==> src/rtl/uart_pkg.sv <==
// Shared UART definitions: transmit FSM state encoding, line levels and legal parameter ranges.
package uart_pkg;

    typedef enum logic [2:0] {
        IDLE   = 3'd0,
        ARM    = 3'd1,
        START  = 3'd2,
        DATA   = 3'd3,
        PARITY = 3'd4,
        STOP   = 3'd5
    } tx_state_e;

    localparam logic UART_IDLE_LVL  = 1'b1;
    localparam logic UART_START_LVL = 1'b0;

    localparam int unsigned DATA_W_MIN    = 5;
    localparam int unsigned DATA_W_MAX    = 9;
    localparam int unsigned STOP_BITS_MIN = 1;
    localparam int unsigned STOP_BITS_MAX = 2;

endpackage

==> src/rtl/uart_tx_framer.sv <==
// UART transmit framer: start bit, DATA_W data bits, optional parity, 1-2 stop bits, one bit per tick_i.
// Parity bit is compiled in only when UART_TX_PARITY_EN is defined.
module uart_tx_framer
    import uart_pkg::*;
#(
    parameter int unsigned DATA_W     = 8,
    parameter int unsigned STOP_BITS  = 1,
    parameter int unsigned MSB_FIRST  = 0,
    parameter int unsigned PARITY_ODD = 0
) (
    input  logic              Clk,
    input  logic              rst,
    input  logic              tick_i,
    input  logic              valid_i,
    input  logic [DATA_W-1:0] data_i,
    output logic              ready_o,
    output logic              serial_o,
    output logic              busy_o,
    output logic              done_o
);

    localparam int unsigned CNT_W = $clog2(DATA_W + 1);
    localparam logic [CNT_W-1:0] DATA_LAST = CNT_W'(DATA_W - 1);
    localparam logic [CNT_W-1:0] STOP_LAST = CNT_W'(STOP_BITS - 1);

    // Elaboration-time parameter range checks
    if (DATA_W < DATA_W_MIN || DATA_W > DATA_W_MAX) begin : g_bad_data_w
        $error("uart_tx_framer: DATA_W out of range");
    end
    if (STOP_BITS < STOP_BITS_MIN || STOP_BITS > STOP_BITS_MAX) begin : g_bad_stop_bits
        $error("uart_tx_framer: STOP_BITS out of range");
    end
    if (MSB_FIRST > 1 || PARITY_ODD > 1) begin : g_bad_flags
        $error("uart_tx_framer: MSB_FIRST and PARITY_ODD must be 0 or 1");
    end

    tx_state_e         state_q, state_d;
    logic [DATA_W-1:0] shreg_q, shreg_d;
    logic [CNT_W-1:0]  cnt_q, cnt_d;
    logic              serial_d;
    logic              done_d;
`ifdef UART_TX_PARITY_EN
    logic              par_q, par_d;
`endif

    // Advance the shift register so the next bit to send sits at the output end
    function automatic logic [DATA_W-1:0] shift_next(input logic [DATA_W-1:0] v);
        if (MSB_FIRST != 0) begin
            return {v[DATA_W-2:0], 1'b0};
        end
        return {1'b0, v[DATA_W-1:1]};
    endfunction

    function automatic logic head_bit(input logic [DATA_W-1:0] v);
        return (MSB_FIRST != 0) ? v[DATA_W-1] : v[0];
    endfunction

    // Next-state, datapath and next-output decode
    always_comb begin
        state_d  = state_q;
        shreg_d  = shreg_q;
        cnt_d    = cnt_q;
        done_d   = 1'b0;
        serial_d = UART_IDLE_LVL;
`ifdef UART_TX_PARITY_EN
        par_d    = par_q;
`endif

        case (state_q)
            IDLE: begin
                if (valid_i) begin
                    shreg_d = data_i;
                    cnt_d   = '0;
                    state_d = ARM;
`ifdef UART_TX_PARITY_EN
                    par_d   = (^data_i) ^ 1'(PARITY_ODD);
`endif
                end
            end
            ARM: begin
                if (tick_i) begin
                    state_d = START;
                end
            end
            START: begin
                if (tick_i) begin
                    state_d = DATA;
                end
            end
            DATA: begin
                if (tick_i) begin
                    shreg_d = shift_next(shreg_q);
                    if (cnt_q == DATA_LAST) begin
                        cnt_d = '0;
`ifdef UART_TX_PARITY_EN
                        state_d = PARITY;
`else
                        state_d = STOP;
`endif
                    end else begin
                        cnt_d = cnt_q + CNT_W'(1);
                    end
                end
            end
`ifdef UART_TX_PARITY_EN
            PARITY: begin
                if (tick_i) begin
                    state_d = STOP;
                end
            end
`endif
            STOP: begin
                if (tick_i) begin
                    if (cnt_q == STOP_LAST) begin
                        cnt_d   = '0;
                        state_d = IDLE;
                        done_d  = 1'b1;
                    end else begin
                        cnt_d = cnt_q + CNT_W'(1);
                    end
                end
            end
            default: begin
                state_d = IDLE;
            end
        endcase

        // Line level for the bit that begins on this edge
        case (state_d)
            START:   serial_d = UART_START_LVL;
            DATA:    serial_d = head_bit(shreg_d);
`ifdef UART_TX_PARITY_EN
            PARITY:  serial_d = par_d;
`endif
            default: serial_d = UART_IDLE_LVL;
        endcase
    end

    // State, datapath and registered outputs
    always_ff @(posedge Clk) begin
        if (rst) begin
            state_q  <= IDLE;
            shreg_q  <= '0;
            cnt_q    <= '0;
            serial_o <= UART_IDLE_LVL;
            busy_o   <= 1'b0;
            ready_o  <= 1'b1;
            done_o   <= 1'b0;
`ifdef UART_TX_PARITY_EN
            par_q    <= 1'b0;
`endif
        end else begin
            state_q  <= state_d;
            shreg_q  <= shreg_d;
            cnt_q    <= cnt_d;
            serial_o <= serial_d;
            busy_o   <= (state_d != IDLE);
            ready_o  <= (state_d == IDLE);
            done_o   <= done_d;
`ifdef UART_TX_PARITY_EN
            par_q    <= par_d;
`endif
        end
    end

endmodule

==> config.mk <==
export PLATFORM = sky130hd
export DESIGN_NAME = uart_tx_framer
export DESIGN_NICKNAME = d
export VERILOG_FILES = /design/src/rtl/uart_pkg.sv /design/src/rtl/uart_tx_framer.sv
export SDC_FILE = /design/constraint.sdc
export NUM_CORES = 1
export LEC_CHECK = 0
export BUFFER_PORTS_ARGS = -buffer_cell sky130_fd_sc_hd__buf_4
export CAP_MARGIN = 15
export CORE_MARGIN = 2
export CORE_UTILIZATION = 45
export CTS_CLUSTER_DIAMETER = 40
export DETAILED_ROUTE_END_ITERATION = 16
export GPL_TIMING_DRIVEN = 1
export PLACE_DENSITY = 0.66
export SETUP_SLACK_MARGIN = 0.5
export SLEW_MARGIN = 10
export SYNTH_ARGS = -nofsm -noshare
export SYNTH_HDL_FRONTEND = slang
export SYNTH_SLANG_ARGS = --single-unit
==> constraint.sdc <==
create_clock -name Clk -period 1.58 [get_ports Clk]
set_clock_uncertainty 0.1 [all_clocks]
set_input_delay 0.079 -clock Clk [delete_from_list [all_inputs] [get_ports Clk]]
set_output_delay 0.079 -clock Clk [all_outputs]
set_load 0.01 [all_outputs]
==> summary.md <==
| Metric | Value |
|---|---|
| Ys Warns | 0 |
| Final Instance Count excl. Fillers | ~160 |
| Ports | 16 |
| CP peak stage delay | about 0.44 ns |
| DR vias/cell | 5.23 |
| CP Data Arrival Time | roughly 1.6 ns |
| Crit. End Element | flop |
| Cells after Synth | 103 |
| CTS root buf | clkbuf_4 |
| Fin crit share | 0.948 |
| RR Startpoint | state_q[1]$_SDFF_PP0_ |
| Comb pwr share | 0.203 |
| Routed Antenna Nets | 0 |
| Critical path data required time | between 1.5 and 2 ns |
| CTS hold repair buffers | 7 |
| Area of the mapped netlist | 941 um^2 |
| Cts bufs inserted | 3 |
| Vias | approximately 830 |
| Seq pwr share | 0.544 |
| Failing checks | negative hold slack |
| Final #Nets | 147 |
| GRT overflow | 0 |
| Initial Utilization | 0.480 |
| WL/cell | around 13 um |
| Number of synthesized flops with an enable pin | 0 |
| Fmax | around 670 MHz |
| Crit-path max FO | 11 |
| Tightest Pin Transition | 0.475 ns |
| Core area | 1960 um^2 |
| Residual DRC | 0 |
| Pint | 0.000709 W |
| Area grow syn2layout | 38.2% |
| TritonCTS clock tree | done |
| Util after Layout | 0.663 |
| Antenna violations before repair | 0 |
| Syn_area_per_cell | 9.13 um^2 |
| Yosys cell types | 34 |
| RSZ-0062 raised after global routing | true |
| Post-DP Area | around 1100 um^2 |
| Final setup violation count | 0 |
| Tot GR Track Use | 0.186 |
| Worst setup path class | reg2reg |
| DIE AREA | 2470 um^2 |
| First-pass GRT wire length | between 3000 and 4000 um |
| Reg clk slew, reported paths | 0.11 ns |
| Setup tns final | 0 ns |
| Die height | slightly below 50 um |
| Later-pin clock latency in the skew report | about 0.29 ns |
| Finished Cell Area | 1300 um^2 |
| Max VDD drop | about 0.49 mV |
| Largest net degree at the start of global routing | 14 |
| Startpoint types | flop |
| Post-Route WL | roughly 2000 um |
| Share of flip-flops with an asynchronous set or reset | 0 |
| FP Rows | 16 |
| CTS max path bufs | 2 |
| Drt first pass iters | 4 |
| Status | complete, but fails checks |
| P_sw | approximately 0.00026 W |
| PwrDens | ~750 nW/um^2 |
| Hpwl dp | around 1400 um |
| Worst hold start | rst |
| Net Sw Frac | 0.270 |
| Slew Limit Fails | 0 |
| Leak | 0.523 nW |
| Post-synth top cells | dfxtp_1, a21oi_1, nand2_1 |
| I/O Buffers | 15 |
| Ant diodes | 0 |
| Buf+Inv Stages, Crit Path | 1 |
| Max_cap viols | 0 |
| Share of the synthesized area in the top cell type | 0.404 |
| CTS H-Tree Depth | 1 |
| Placed Cells | 142 |
| Cell Chain, Critical Path | buf_4, a2111oi_4, o31ai_4, and3_1 |
| Die width | slightly below 50 um |
| #FFs+latches synth | 19 |
| Clock Sinks | 19 |
| Crit. Startpoint | state_q[1]$_SDFF_PP0_ |
| Clock power share | 0.253 |
| Final Hold Vio Count | 2 |
| Vias in the first global route | slightly below 800 |
| Hold Slack | -0.0198 ns |
| Syn Nets | between 100 and 150 |
| GPL Wtd Cong | roughly 0.8 |
| Min-delay worst type | in2reg |
| Top-count cell post-synth | dfxtp_1 |
| Initial DRC count | 12 |
| Total Power | 0.000971 W |
| Cell family with most CP delay | compound AO/OA/AOI/OAI gates |
| Minimum clock period after layout | between 1 and 1.5 ns |
| Primary FF master, synth | dfxtp_1 |
| Slowest stage cell, crit path | a2111oi_4 |
| Synth area leader | dfxtp_1 |
| Post-synthesis sequential area ratio | 0.404 |
| Slew HR | 0.682 |
| Share of cells above drive strength 1 | 0.386 |
| Top cells by area, synth | dfxtp_1, a21oi_1, a22oi_1 |
-- metrics by stage --
| stage | setup WS [ns] | hold slack (ns) |
|---|---|---|
| finish | 0.0825 | -0.0198 |
| global route | 0.0259 | -0.0287 |
| CTS | 0.104 | -0.00483 |
| global placement | 0.0417 | 0.243 |
| detailed placement | 0.0384 | 0.249 |
| floorplan | 0.195 | 0.0481 |
-- area by class of cell --
type,count,area (um^2)
Tap cell,27,33.8
Inverter,6,22.5
Multi-Input combinational cell,72,574
Fill cell,174,662
Timing Repair Buffer,31,251
Sequential cell,19,392
Clock buffer,4,26.3
-- path summary, 6_finish.rpt --
check        depth (start not counted)  slack (ns)                      end
max                                  4        0.08       ready_o$_SDFF_PP1_
min                                  4       -0.02    state_q[2]$_SDFF_PP0_
max reg2reg                          4        0.08       ready_o$_SDFF_PP1_
min reg2reg                          2        0.36  shreg_q[3]$_SDFFE_PP0P_
-- cell families after synthesis --
logic type / Yosys count / share of synthesized area
AND/OR/NAND/NOR: 39 / 0.245
AO/OA/AOI/OAI: 30 / 0.235
flip-flops: 19 / 0.404
buffers and inverters: 12 / 0.0798
adder cells (fa/ha/maj): 2 / 0.0266
XOR/XNOR: 1 / 0.00931
-- cell usage in the layout (no fill, tap or decap), types with 2 or more instances in the layout --
cell            n
inv_1           4
dfxtp_4         2
dlygate4sd3_1   7
nand2_1        10
nand3b_1        3
nor2_1          7
nand3_1         7
nand4b_1        2
a31oi_1         2
clkbuf_4        3
buf_4          22
o21ai_4         2
a21oi_1         9
dfxtp_1        14
a21oi_2         2
inv_2           2
a22oi_1         7
dfxtp_2         3
-- flip-flops by register name, indices dropped and copies added (netlist names) --
| signal | count |
|---|---|
| state_q | 3 |
| cnt_q | 4 |
| done_o | 1 |
| busy_o | 1 |
| serial_o | 1 |
| shreg_q | 8 |
| ready_o | 1 |
-- worst min-delay path: stages --
cell and delay [ns]:
buf_4 0.11, a21oi_2 0.06, o21ai_4 0.06, inv_1 0.03
-- power by group through the flow --
stage	Clock (W)	Combinational (W)	Sequential, W
2_1_floorplan	0	0.000113	0.000537
3_3_place_gp	0	0.000162	0.000539
3_5_place_dp	0	0.000165	0.000540
4_1_cts	0.000255	0.000188	0.000528
5_1_grt	0.000285	0.000215	0.000532
6_report	0.000246	0.000197	0.000528
-- what timing repair did --
action                                  4_1_cts  5_1_grt
endpoints found under the hold margin        13        2
pin swaps                                     8        4
resized for setup                            10        7
endpoints found under the setup margin       19       19
buffers inserted                              6        0
-- layer usage --
layer | share of wire | vias to the layer above | track usage
li1 | - | 428 | -
met1 | 0.46 | 389 | 0.246
met2 | 0.50 | 14 | 0.291
met3 | 0.040 | 0 | 0.0667
met4 | 0 | 0 | 0.0370
met5 | 0 | - | 0
Note: power is estimated with default switching activity, not from simulation.
